`config.mk`:
```
export PLATFORM = sky130hd
export DESIGN_NAME = huffman_canon_decoder_flat
export DESIGN_NICKNAME = d
export VERILOG_FILES = /design/src/rtl/huffman_canon_decoder_if.sv /design/src/rtl/huffman_canon_decoder.sv /design/src/flat_wrapper.sv
export SDC_FILE = /design/constraint.sdc
export NUM_CORES = 1
export LEC_CHECK = 0
export ABC_AREA = 1
export BUFFER_PORTS_ARGS = -buffer_cell sky130_fd_sc_hd__buf_2
export CAP_MARGIN = 20
export CORE_ASPECT_RATIO = 0.8
export CORE_MARGIN = 1
export CORE_UTILIZATION = 26
export CTS_CLUSTER_SIZE = 25
export DETAILED_ROUTE_END_ITERATION = 7
export SLEW_MARGIN = 15
export SYNTH_ARGS = -nofsm -noshare
export SYNTH_HDL_FRONTEND = slang
export SYNTH_SLANG_ARGS = --single-unit
```
`constraint.sdc`:
```
create_clock -name clk -period 17.6 [get_ports clk]
set_clock_uncertainty 0.1 [all_clocks]
set_input_delay 0.88 -clock clk [delete_from_list [all_inputs] [get_ports clk]]
set_output_delay 0.88 -clock clk [all_outputs]
set_load 0.05 [all_outputs]
```
`src/rtl/huffman_canon_decoder_if.sv`:
```
// Configuration, serial-bit and decoded-symbol signals of the canonical Huffman decoder.
// The master side programs the tables and feeds bits; the slave side is the decoder.
interface huffman_canon_decoder_if #(
  parameter int unsigned SYM_W   = 6,
  parameter int unsigned MAX_LEN = 8
);
  localparam int unsigned LW = $clog2(MAX_LEN + 1);

  logic             cfg_we;
  logic             cfg_sel;
  logic [SYM_W-1:0] cfg_addr;
  logic [SYM_W:0]   cfg_data;
  logic             en;
  logic             e;
  logic             e_valid;
  logic [SYM_W-1:0] s;
  logic             s_valid;
  logic [LW-1:0]    s_len;
  logic             err;
  logic             busy;

  modport master (
    output cfg_we, cfg_sel, cfg_addr, cfg_data, en, e, e_valid,
    input  s, s_valid, s_len, err, busy
  );

  modport slave (
    input  cfg_we, cfg_sel, cfg_addr, cfg_data, en, e, e_valid,
    output s, s_valid, s_len, err, busy
  );
endinterface

```
`src/rtl/huffman_canon_decoder.sv`:
```
// Bit-serial canonical Huffman decoder: one code bit per valid cycle, symbol registered
// on the edge that samples the final bit of each codeword.
module huffman_canon_decoder #(
  parameter int unsigned SYM_W   = 6,
  parameter int unsigned MAX_LEN = 8
) (
  input logic                    clk,
  input logic                    rst,
  huffman_canon_decoder_if.slave bus
);
  localparam int unsigned NSYM = 2 ** SYM_W;
  localparam int unsigned LW   = $clog2(MAX_LEN + 1);
  localparam int unsigned NLEN = 2 ** LW;
  localparam int unsigned CW   = MAX_LEN + 1;
  localparam int unsigned IW   = SYM_W + 1;
  localparam int unsigned DW   = ((CW > IW) ? CW : IW) + 1;

  // Count table is sized to the full length-index range; entry 0 is never written.
  logic [IW-1:0]    cnt_q [NLEN];
  logic [SYM_W-1:0] sym_q [NSYM];

  logic [LW-1:0]    len_q;
  logic [CW-1:0]    code_q;
  logic [CW-1:0]    first_q;
  logic [IW-1:0]    index_q;

  logic [SYM_W-1:0] s_q;
  logic             s_valid_q;
  logic [LW-1:0]    s_len_q;
  logic             err_q;

  logic [CW-1:0]    c;
  logic [CW-1:0]    diff;
  logic [CW-1:0]    first_sum;
  logic [CW-1:0]    first_nx;
  logic [LW-1:0]    l_nx;
  logic [IW-1:0]    cnt_l;
  logic [DW-1:0]    sym_pos;
  logic             hit;
  logic             oob;
  logic             at_max;

  always_comb begin
    c         = code_q | CW'(bus.e);
    l_nx      = len_q + LW'(1);
    cnt_l     = cnt_q[l_nx];
    diff      = c - first_q;
    hit       = DW'(diff) < DW'(cnt_l);
    sym_pos   = DW'(index_q) + DW'(diff);
    oob       = sym_pos >= DW'(NSYM);
    at_max    = (l_nx == LW'(MAX_LEN));
    first_sum = first_q + CW'(cnt_l);
    first_nx  = first_sum << 1;
  end

  // Tables are only writable while decoding is disabled.
  always_ff @(posedge clk or posedge rst) begin
    if (rst) begin
      for (int i = 0; i < int'(NLEN); i++) cnt_q[i] <= '0;
      for (int i = 0; i < int'(NSYM); i++) sym_q[i] <= '0;
    end else if (bus.cfg_we && !bus.en) begin
      if (!bus.cfg_sel) begin
        if (bus.cfg_addr != '0 && 32'(bus.cfg_addr) <= MAX_LEN) begin
          cnt_q[LW'(bus.cfg_addr)] <= bus.cfg_data;
        end
      end else begin
        sym_q[bus.cfg_addr] <= bus.cfg_data[SYM_W-1:0];
      end
    end
  end

  always_ff @(posedge clk or posedge rst) begin
    if (rst) begin
      len_q     <= '0;
      code_q    <= '0;
      first_q   <= '0;
      index_q   <= '0;
      s_q       <= '0;
      s_valid_q <= 1'b0;
      s_len_q   <= '0;
      err_q     <= 1'b0;
    end else begin
      s_valid_q <= 1'b0;
      err_q     <= 1'b0;
      if (!bus.en) begin
        len_q   <= '0;
        code_q  <= '0;
        first_q <= '0;
        index_q <= '0;
      end else if (bus.e_valid) begin
        if (hit && !oob) begin
          s_q       <= sym_q[sym_pos[SYM_W-1:0]];
          s_len_q   <= l_nx;
          s_valid_q <= 1'b1;
          len_q     <= '0;
          code_q    <= '0;
          first_q   <= '0;
          index_q   <= '0;
        end else if (hit || at_max) begin
          // Match beyond the symbol table, or no match at the longest length.
          err_q   <= 1'b1;
          len_q   <= '0;
          code_q  <= '0;
          first_q <= '0;
          index_q <= '0;
        end else begin
          len_q   <= l_nx;
          code_q  <= c << 1;
          first_q <= first_nx;
          index_q <= index_q + cnt_l;
        end
      end
    end
  end

  assign bus.s       = s_q;
  assign bus.s_valid = s_valid_q;
  assign bus.s_len   = s_len_q;
  assign bus.err     = err_q;
  assign bus.busy    = (len_q != '0);

endmodule

```
`src/flat_wrapper.sv`:
```
// flat-port wrapper written by rule: the top's interface ports become plain ports
module huffman_canon_decoder_flat 
#(
  parameter int unsigned SYM_W   = 6,
  parameter int unsigned MAX_LEN = 8
)
  (clk, rst, bus_cfg_we, bus_cfg_sel, bus_cfg_addr, bus_cfg_data, bus_en, bus_e, bus_e_valid, bus_s, bus_s_valid, bus_s_len, bus_err, bus_busy);
  huffman_canon_decoder_if #(.SYM_W(SYM_W), .MAX_LEN(MAX_LEN)) bus_i ();
  input logic clk;
  input logic rst;
  input wire logic [$bits(bus_i.cfg_we)-1:0] bus_cfg_we;
  input wire logic [$bits(bus_i.cfg_sel)-1:0] bus_cfg_sel;
  input wire logic [$bits(bus_i.cfg_addr)-1:0] bus_cfg_addr;
  input wire logic [$bits(bus_i.cfg_data)-1:0] bus_cfg_data;
  input wire logic [$bits(bus_i.en)-1:0] bus_en;
  input wire logic [$bits(bus_i.e)-1:0] bus_e;
  input wire logic [$bits(bus_i.e_valid)-1:0] bus_e_valid;
  output wire logic [$bits(bus_i.s)-1:0] bus_s;
  output wire logic [$bits(bus_i.s_valid)-1:0] bus_s_valid;
  output wire logic [$bits(bus_i.s_len)-1:0] bus_s_len;
  output wire logic [$bits(bus_i.err)-1:0] bus_err;
  output wire logic [$bits(bus_i.busy)-1:0] bus_busy;
  assign bus_i.cfg_we = bus_cfg_we;
  assign bus_i.cfg_sel = bus_cfg_sel;
  assign bus_i.cfg_addr = bus_cfg_addr;
  assign bus_i.cfg_data = bus_cfg_data;
  assign bus_i.en = bus_en;
  assign bus_i.e = bus_e;
  assign bus_i.e_valid = bus_e_valid;
  assign bus_s = bus_i.s;
  assign bus_s_valid = bus_i.s_valid;
  assign bus_s_len = bus_i.s_len;
  assign bus_err = bus_i.err;
  assign bus_busy = bus_i.busy;
  huffman_canon_decoder #(.SYM_W(SYM_W), .MAX_LEN(MAX_LEN)) u_core (.clk(clk), .rst(rst), .bus(bus_i));
endmodule
```
==> impl_metrics.tcl, run 1 <==
set metrics [dict create \
    syn_inst 3498 \
    postCtsSetupBuffers 0 \
    htree_levels 2 \
    drc 0 \
    final.setup.tns_ns 0 \
    synthMuxAreaShare 0 \
    io_buffers 32 \
    synthFlopType "dfrtp_1" \
    hold_class "reg2reg" \
    synth-adder-area-share 0.0191 \
    ant_nets 0 \
    grt_max_degree 124 \
    tightestPinTransition_ns 1.15 \
    slew_headroom 0.228 \
    final-hold-violation-count 0 \
    synth-edff-count 0 \
    path_clk_slew_ns 0.07 \
    dp_hpwl_um 43200 \
    wire_per_inst_um 15.3 \
    grt_util_met3 0.0228 \
    vdd_drop_max_mv 0.170 \
    cts_hold_buf 0 \
    dr.pass1.iters 5 \
    worstSetupPathType "reg2reg" \
    clk_latency_ns 0.63 \
    rows 104 \
    maxCapViolations 0 \
    drt_wl_total_um 72100 \
    clock_path_buffers 3 \
    arrival_ns 6.06 \
    netlist_area_mm2 0.0265 \
    grt_pass1_vias 20600 \
    syn_to_final_growth_pct 11.1 \
    cts_tree "yes" \
    rsz0062_at_grt "no" \
    crit_slowest_cell "ha_1" \
    synth-async-reset-ratio 1.00 \
    antenna_found_initial 3 \
    grt_pass1_wl_um 117000 \
    yosysUniqueCellTypes 42 \
    grt_busiest_layer "met2" \
    yosysTopAreaCellShare 0.505 \
    cp_top_family "buffers and inverters" \
    cp_slowest_stage_delay_ns 0.63 \
    drive_above_1_share 0.0639 \
    synth-compound-area-share 0.115 \
    nets 3396 \
    netlist_top_cells_count "1419 x nand2_1, 535 x dfrtp_1, 472 x o21ai_0" \
    cts_num_sinks 535 \
    timing.final.crit_share 0.322 \
    grt.total_usage 0.139 \
    path_cells "buf_4 > inv_2 > ha_1 > buf_16 > inv_1 > o21ai_0 > o221ai_1 > nand3_1 > nand2_1 > inv_1 > ha_1 > a21oi_1 > o31ai_1 > nand4_1 > nand2_1 > inv_1 > nand2_1 > nand2_2 > inv_1 > nand2_1 > nand2_1" \
    p_leak_nw 14.2 \
    avgSynthCellArea_um2 7.57 \
    ctsResizeCount 0 \
    synth_seq_cells 535 \
    seq_area_frac_synth 0.505 \
    setup_violations 0 \
    place_congestion 0.825 \
    die_w_um 359 \
    start_util 0.263 \
    yosys.area.top_type "dfrtp_1" \
    met2_usage 0.214 \
    layout_min_cycle_time_ns 5.66 \
    met1_usage 0.201 \
    critPathBufInv 7 \
    yosys-top-cells-area "dfrtp_1 51%, nand2_1 20%, o21ai_0 8.9%, nand3_1 4.0%, inv_1 3.9%" \
    dieArea_mm2 0.103 \
    final_util 0.292 \
    pwr_density_cell_mw_per_mm2 155 \
    synthXorXnorAreaFrac 0.00690 \
    cts_made_buffers 58 \
    post-synth-top-count-cell "nand2_1" \
    die_h_um 287 \
    drtIter0Drc 2117 \
    cp_data_required_time_ns 18.00 \
    viasPerCell 4.61 \
    coreArea_mm2 0.101 \
    maxSlewViolCount 0 \
    max_freq_ghz 0.177 \
    synth_nets 3556 \
    yosys_warnings 0 \
    startpoint_type "flip-flop" \
    cts_root_buf "clkbuf_16" \
    cpMostUsedCell "nand2_1" \
    synth_top_family_by_area "simple AND/OR/NAND/NOR gates" \
    status "finished, final reports clean" \
    worst_setup_path_end_kind "flip-flop" \
    yosys.area_share.simple 0.268 \
    pin_count 33 \
    path_max_fanout 60 \
    design_power_total_mw 4.55 \
    vias 21700 \
    overflow 0 \
]
==> metal layers <==
metal	routed length [µm]	part of all wire	vias up
met5	0	0	-
met4	1850	0.026	0
met3	4110	0.057	107
met2	31300	0.43	519
met1	34900	0.48	10400
li1	-	-	10700
==> cell usage in the layout, fill, tap and decap left out, types with 3 or more instances in the layout <==
cell type     n
a21oi_1      17
buf_16        3
buf_2        33
buf_4        26
bufinv_16     4
clkbuf_1      9
clkbuf_16    59
clkbuf_8     18
clkinv_2     12
dfrtp_1     534
diode_2       5
fa_1          3
ha_1         33
inv_1       270
inv_2        11
nand2_1    1419
nand3_1     214
nand3_2       4
nand3b_1      4
nand4_1      21
nor2_1       82
nor2_2        4
nor3_1        8
nor3_4        3
o211ai_1      4
o21ai_0     472
o21ai_1      35
o21ai_2      20
o221ai_1     20
xnor2_1       6
xor2_1        8
==> power breakdown <==
part	switching (mW)	internal (mW)
Sequential	0.0420	1.30
Clock	0.510	0.744
Combinational	1.48	0.480
Total	2.03	2.52
==> worst paths after layout <==
check / start / end / slack [ns] / depth (start not counted)
worst max-delay path: u_core.len_q[0]$_DFFE_PP0P_ / u_core.first_q[7]$_DFFE_PP0P_ / 11.94 / 21
worst max register to register: u_core.len_q[0]$_DFFE_PP0P_ / u_core.first_q[7]$_DFFE_PP0P_ / 11.94 / 21
worst min-delay path: u_core.cnt_q[1]$_DFFE_PP0P_ / u_core.cnt_q[1]$_DFFE_PP0P_ / 0.27 / 0
min in group asynchronous: rst / u_core.sym_q[188]$_DFFE_PP0P_ / 0.35 / 2
max in group asynchronous: rst / u_core.cnt_q[48]$_DFFE_PP0P_ / 14.69 / 4
worst min register to register: u_core.cnt_q[1]$_DFFE_PP0P_ / u_core.cnt_q[1]$_DFFE_PP0P_ / 0.27 / 0
==> state kept, by name, summed over array words and instances, names as in the netlist <==
register	cells
u_core.first_q	8
u_core.bus.err	1
u_core.code_q	8
u_core.len_q	4
u_core.bus.s_len	4
u_core.sym_q	384
u_core.cnt_q	112
u_core.index_q	7
u_core.bus.s	6
u_core.bus.s_valid	1
==> metrics by stage <==
step                hold WS (ns)  cells  setup WS, ns  cell area (µm²)
floorplan                  0.324   3498          1.67            26500
global placement           0.263   4598         11.86            27300
detailed placement         0.260   4600         11.69            27400
CTS                        0.274   4704         11.64            29300
global route               0.280   4712         11.39            29400
finish                     0.270   4712         11.94            29400
==> worst reg2reg max path, delay by kind of cell, from the launching register on <==
family / cells / cell delay (ns)
buffers and inverters: 7 / 2.15
AND/OR/NAND/NOR: 8 / 1.31
adder cells (fa/ha/maj): 2 / 0.95
AO/OA/AOI/OAI: 4 / 0.67
flip-flops: 1 / 0.34
==> cell type report <==
class | count | area [µm²]
sequential | 535 | 13400
antenna | 5 | 12.5
timing repair buffer | 63 | 458
clock buffer | 86 | 1760
inverter | 285 | 1090
clock inverter | 18 | 198
multi-input combinational | 2395 | 10900
tap | 1325 | 1660
fill | 10900 | 71300
==> cell families (layout without fill, tap and decap cells) <==
group,count (synthesis),after routing
adder cells (fa/ha/maj),38,38
buffers and inverters,568,452
XOR/XNOR,17,17
AND/OR/NAND/NOR,1766,1766
flip-flops,535,535
other,0,5
AO/OA/AOI/OAI,574,574
(Power assumes the default switching activity.)
==> inputs of run 2 (changes only) <==
- clock period: 17.6 -> 5.65 ns (I/O delays scaled with it)
==> run 2 against run 1 <==
Compared with the run above:
- routed wire length up 1.9%
- setup slack lost 11 ns
- final area grew 0.58%
- clock-buffer cell count is 4 lower
- sequential power increased to 3.2 times the previous value
==> impl_metrics.tcl, run 2 (synthesized netlist as in run 1, its figures left out) <==
set metrics [dict create \
    status "finished, final reports clean" \
    overflow 0 \
    io_buffers 32 \
    nets 3406 \
    dp_hpwl_um 44900 \
    max_freq_ghz 0.221 \
    rsz0062_at_grt "no" \
    cts_root_buf "clkbuf_16" \
    die_w_um 359 \
    grt.total_usage 0.142 \
    drt_wl_total_um 73500 \
    viasPerCell 4.60 \
    place_congestion 0.849 \
    drtIter0Drc 2109 \
    dr.pass1.iters 6 \
    start_util 0.263 \
    postCtsSetupBuffers 0 \
    timing.final.crit_share 0.800 \
    cts_num_sinks 535 \
    clk_latency_ns 0.63 \
    instances_no_fill 4721 \
    cts_made_buffers 58 \
    die_h_um 287 \
    path_clk_slew_ns 0.06 \
    post-place-cells 4608 \
    crit_start "u_core.len_q[0]$_DFFE_PP0P_" \
    regMostFlops "u_core.sym_q" \
    ctsResizeCount 0 \
    fillerInstances 10800 \
    final.setup.tns_ns 0 \
    ff_latch_area_mm2 0.0134 \
    cts_hold_buf 3 \
    min-delay-start "bus_en" \
    maxSlewViolCount 0 \
    largest_register_ffs 384 \
    syn_to_final_growth_pct 11.7 \
    setup_violations 0 \
    r2r-start "u_core.len_q[0]$_DFFE_PP0P_" \
    cts_tree "yes" \
    rows 104 \
    vias 21700 \
    tightestPinTransition_ns 1.00 \
    pwr_density_cell_mw_per_mm2 502 \
    final_common_cell "nand2_1" \
    ant_nets 0 \
    pin_count 33 \
    worstSetupPathType "reg2reg" \
    p_leak_nw 14.3 \
    coreArea_mm2 0.101 \
    clock_path_buffers 3 \
    startpoint_type "flip-flop" \
    grt_pass1_wl_um 119000 \
    worst_setup_path_end_kind "flip-flop" \
    antenna_found_initial 1 \
    slew_headroom 0.332 \
    maxCapViolations 0 \
    grt_pass1_vias 20700 \
    holdWs_ns 0.0505 \
    cp_data_required_time_ns 6.07 \
    arrival_ns 4.93 \
    hold_class "in2reg" \
    grt_max_degree 136 \
    largest_registers "u_core.sym_q x384, u_core.cnt_q x112" \
    r2r_setup_slack_ns 1.13 \
    mostFrequentLayoutCells "1419 x nand2_1, 534 x dfrtp_1, 472 x o21ai_0, 270 x inv_1, 214 x nand3_1" \
    multi_input_area_mm2 0.0109 \
    layout_min_cycle_time_ns 4.52 \
    vdd_drop_max_mv 0.769 \
    final-hold-violation-count 0 \
    drc 0 \
    dieArea_mm2 0.103 \
    wire_per_inst_um 15.6 \
    drive_above_1_share 0.0663 \
    htree_levels 2 \
    path_max_fanout 27 \
]
[run 2: power breakdown]
group / leakage (nW) / internal (mW) / total (mW) / switching, mW
sequential: 7.39 / 4.06 / 4.25 / 0.190
combinational: 5.86 / 1.68 / 6.50 / 4.83
clock: 1.02 / 2.49 / 4.09 / 1.59
total: 14.3 / 8.23 / 14.8 / 6.61
[run 2: area by class of cell]
| class | instances | area share |
|---|---|---|
| Timing Repair Buffer | 73 | 0.0179 |
| Sequential cell | 535 | 0.453 |
| Antenna cell | 2 | 0.000169 |
| Inverter | 285 | 0.0365 |
| Clock buffer | 82 | 0.0587 |
| Tap cell | 1325 | 0.0560 |
| Clock inverter | 24 | 0.0113 |
| Multi-Input combinational cell | 2395 | 0.367 |
[run 2: metrics by stage]
stage	instance area, µm²	power [mW]	worst slack (ns)	util
after floorplan	26500	8.52	-2.01	-
final	29600	14.8	1.13	0.294
after global routing	29600	15.4	0.746	0.294
after detailed placement	27500	10.7	1.23	0.273
after global placement	27500	10.6	1.24	0.273
after CTS	29600	14.8	1.20	0.294
[run 2: per-layer routing]
layer | wire [µm] | GRT usage
met2 | 31400 | 0.213
met4 | 1880 | 0.0430
met1 | 36100 | 0.210
met5 | 0 | 0
met3 | 4140 | 0.0176
[run 2: final timing paths]
| kind | to | cells after the start |
|---|---|---|
| worst max-delay path | u_core.first_q[7]$_DFFE_PP0P_ | 17 |
| worst min-delay path | u_core.index_q[6]$_DFFE_PP0P_ | 5 |
| worst max register to register | u_core.first_q[7]$_DFFE_PP0P_ | 17 |
| worst min register to register | u_core.cnt_q[34]$_DFFE_PP0P_ | 0 |
| max in group asynchronous | u_core.cnt_q[86]$_DFFE_PP0P_ | 5 |
| min in group asynchronous | u_core.sym_q[128]$_DFFE_PP0P_ | 4 |
[run 2: worst max-delay path, cell delays in order (launching register included)]
cell and delay, ns:
dfrtp_2 0.67, ha_1 0.36, xor2_2 0.77, o221ai_1 0.29
nand3_1 0.25, nand2_1 0.15, inv_1 0.08, ha_1 0.24
a21oi_1 0.14, o31ai_1 0.09, nand4_1 0.09, nand2_1 0.10
inv_1 0.07, nand2_1 0.05, nand2_2 0.53, inv_1 0.24
nand2_1 0.11, nand2_1 0.06
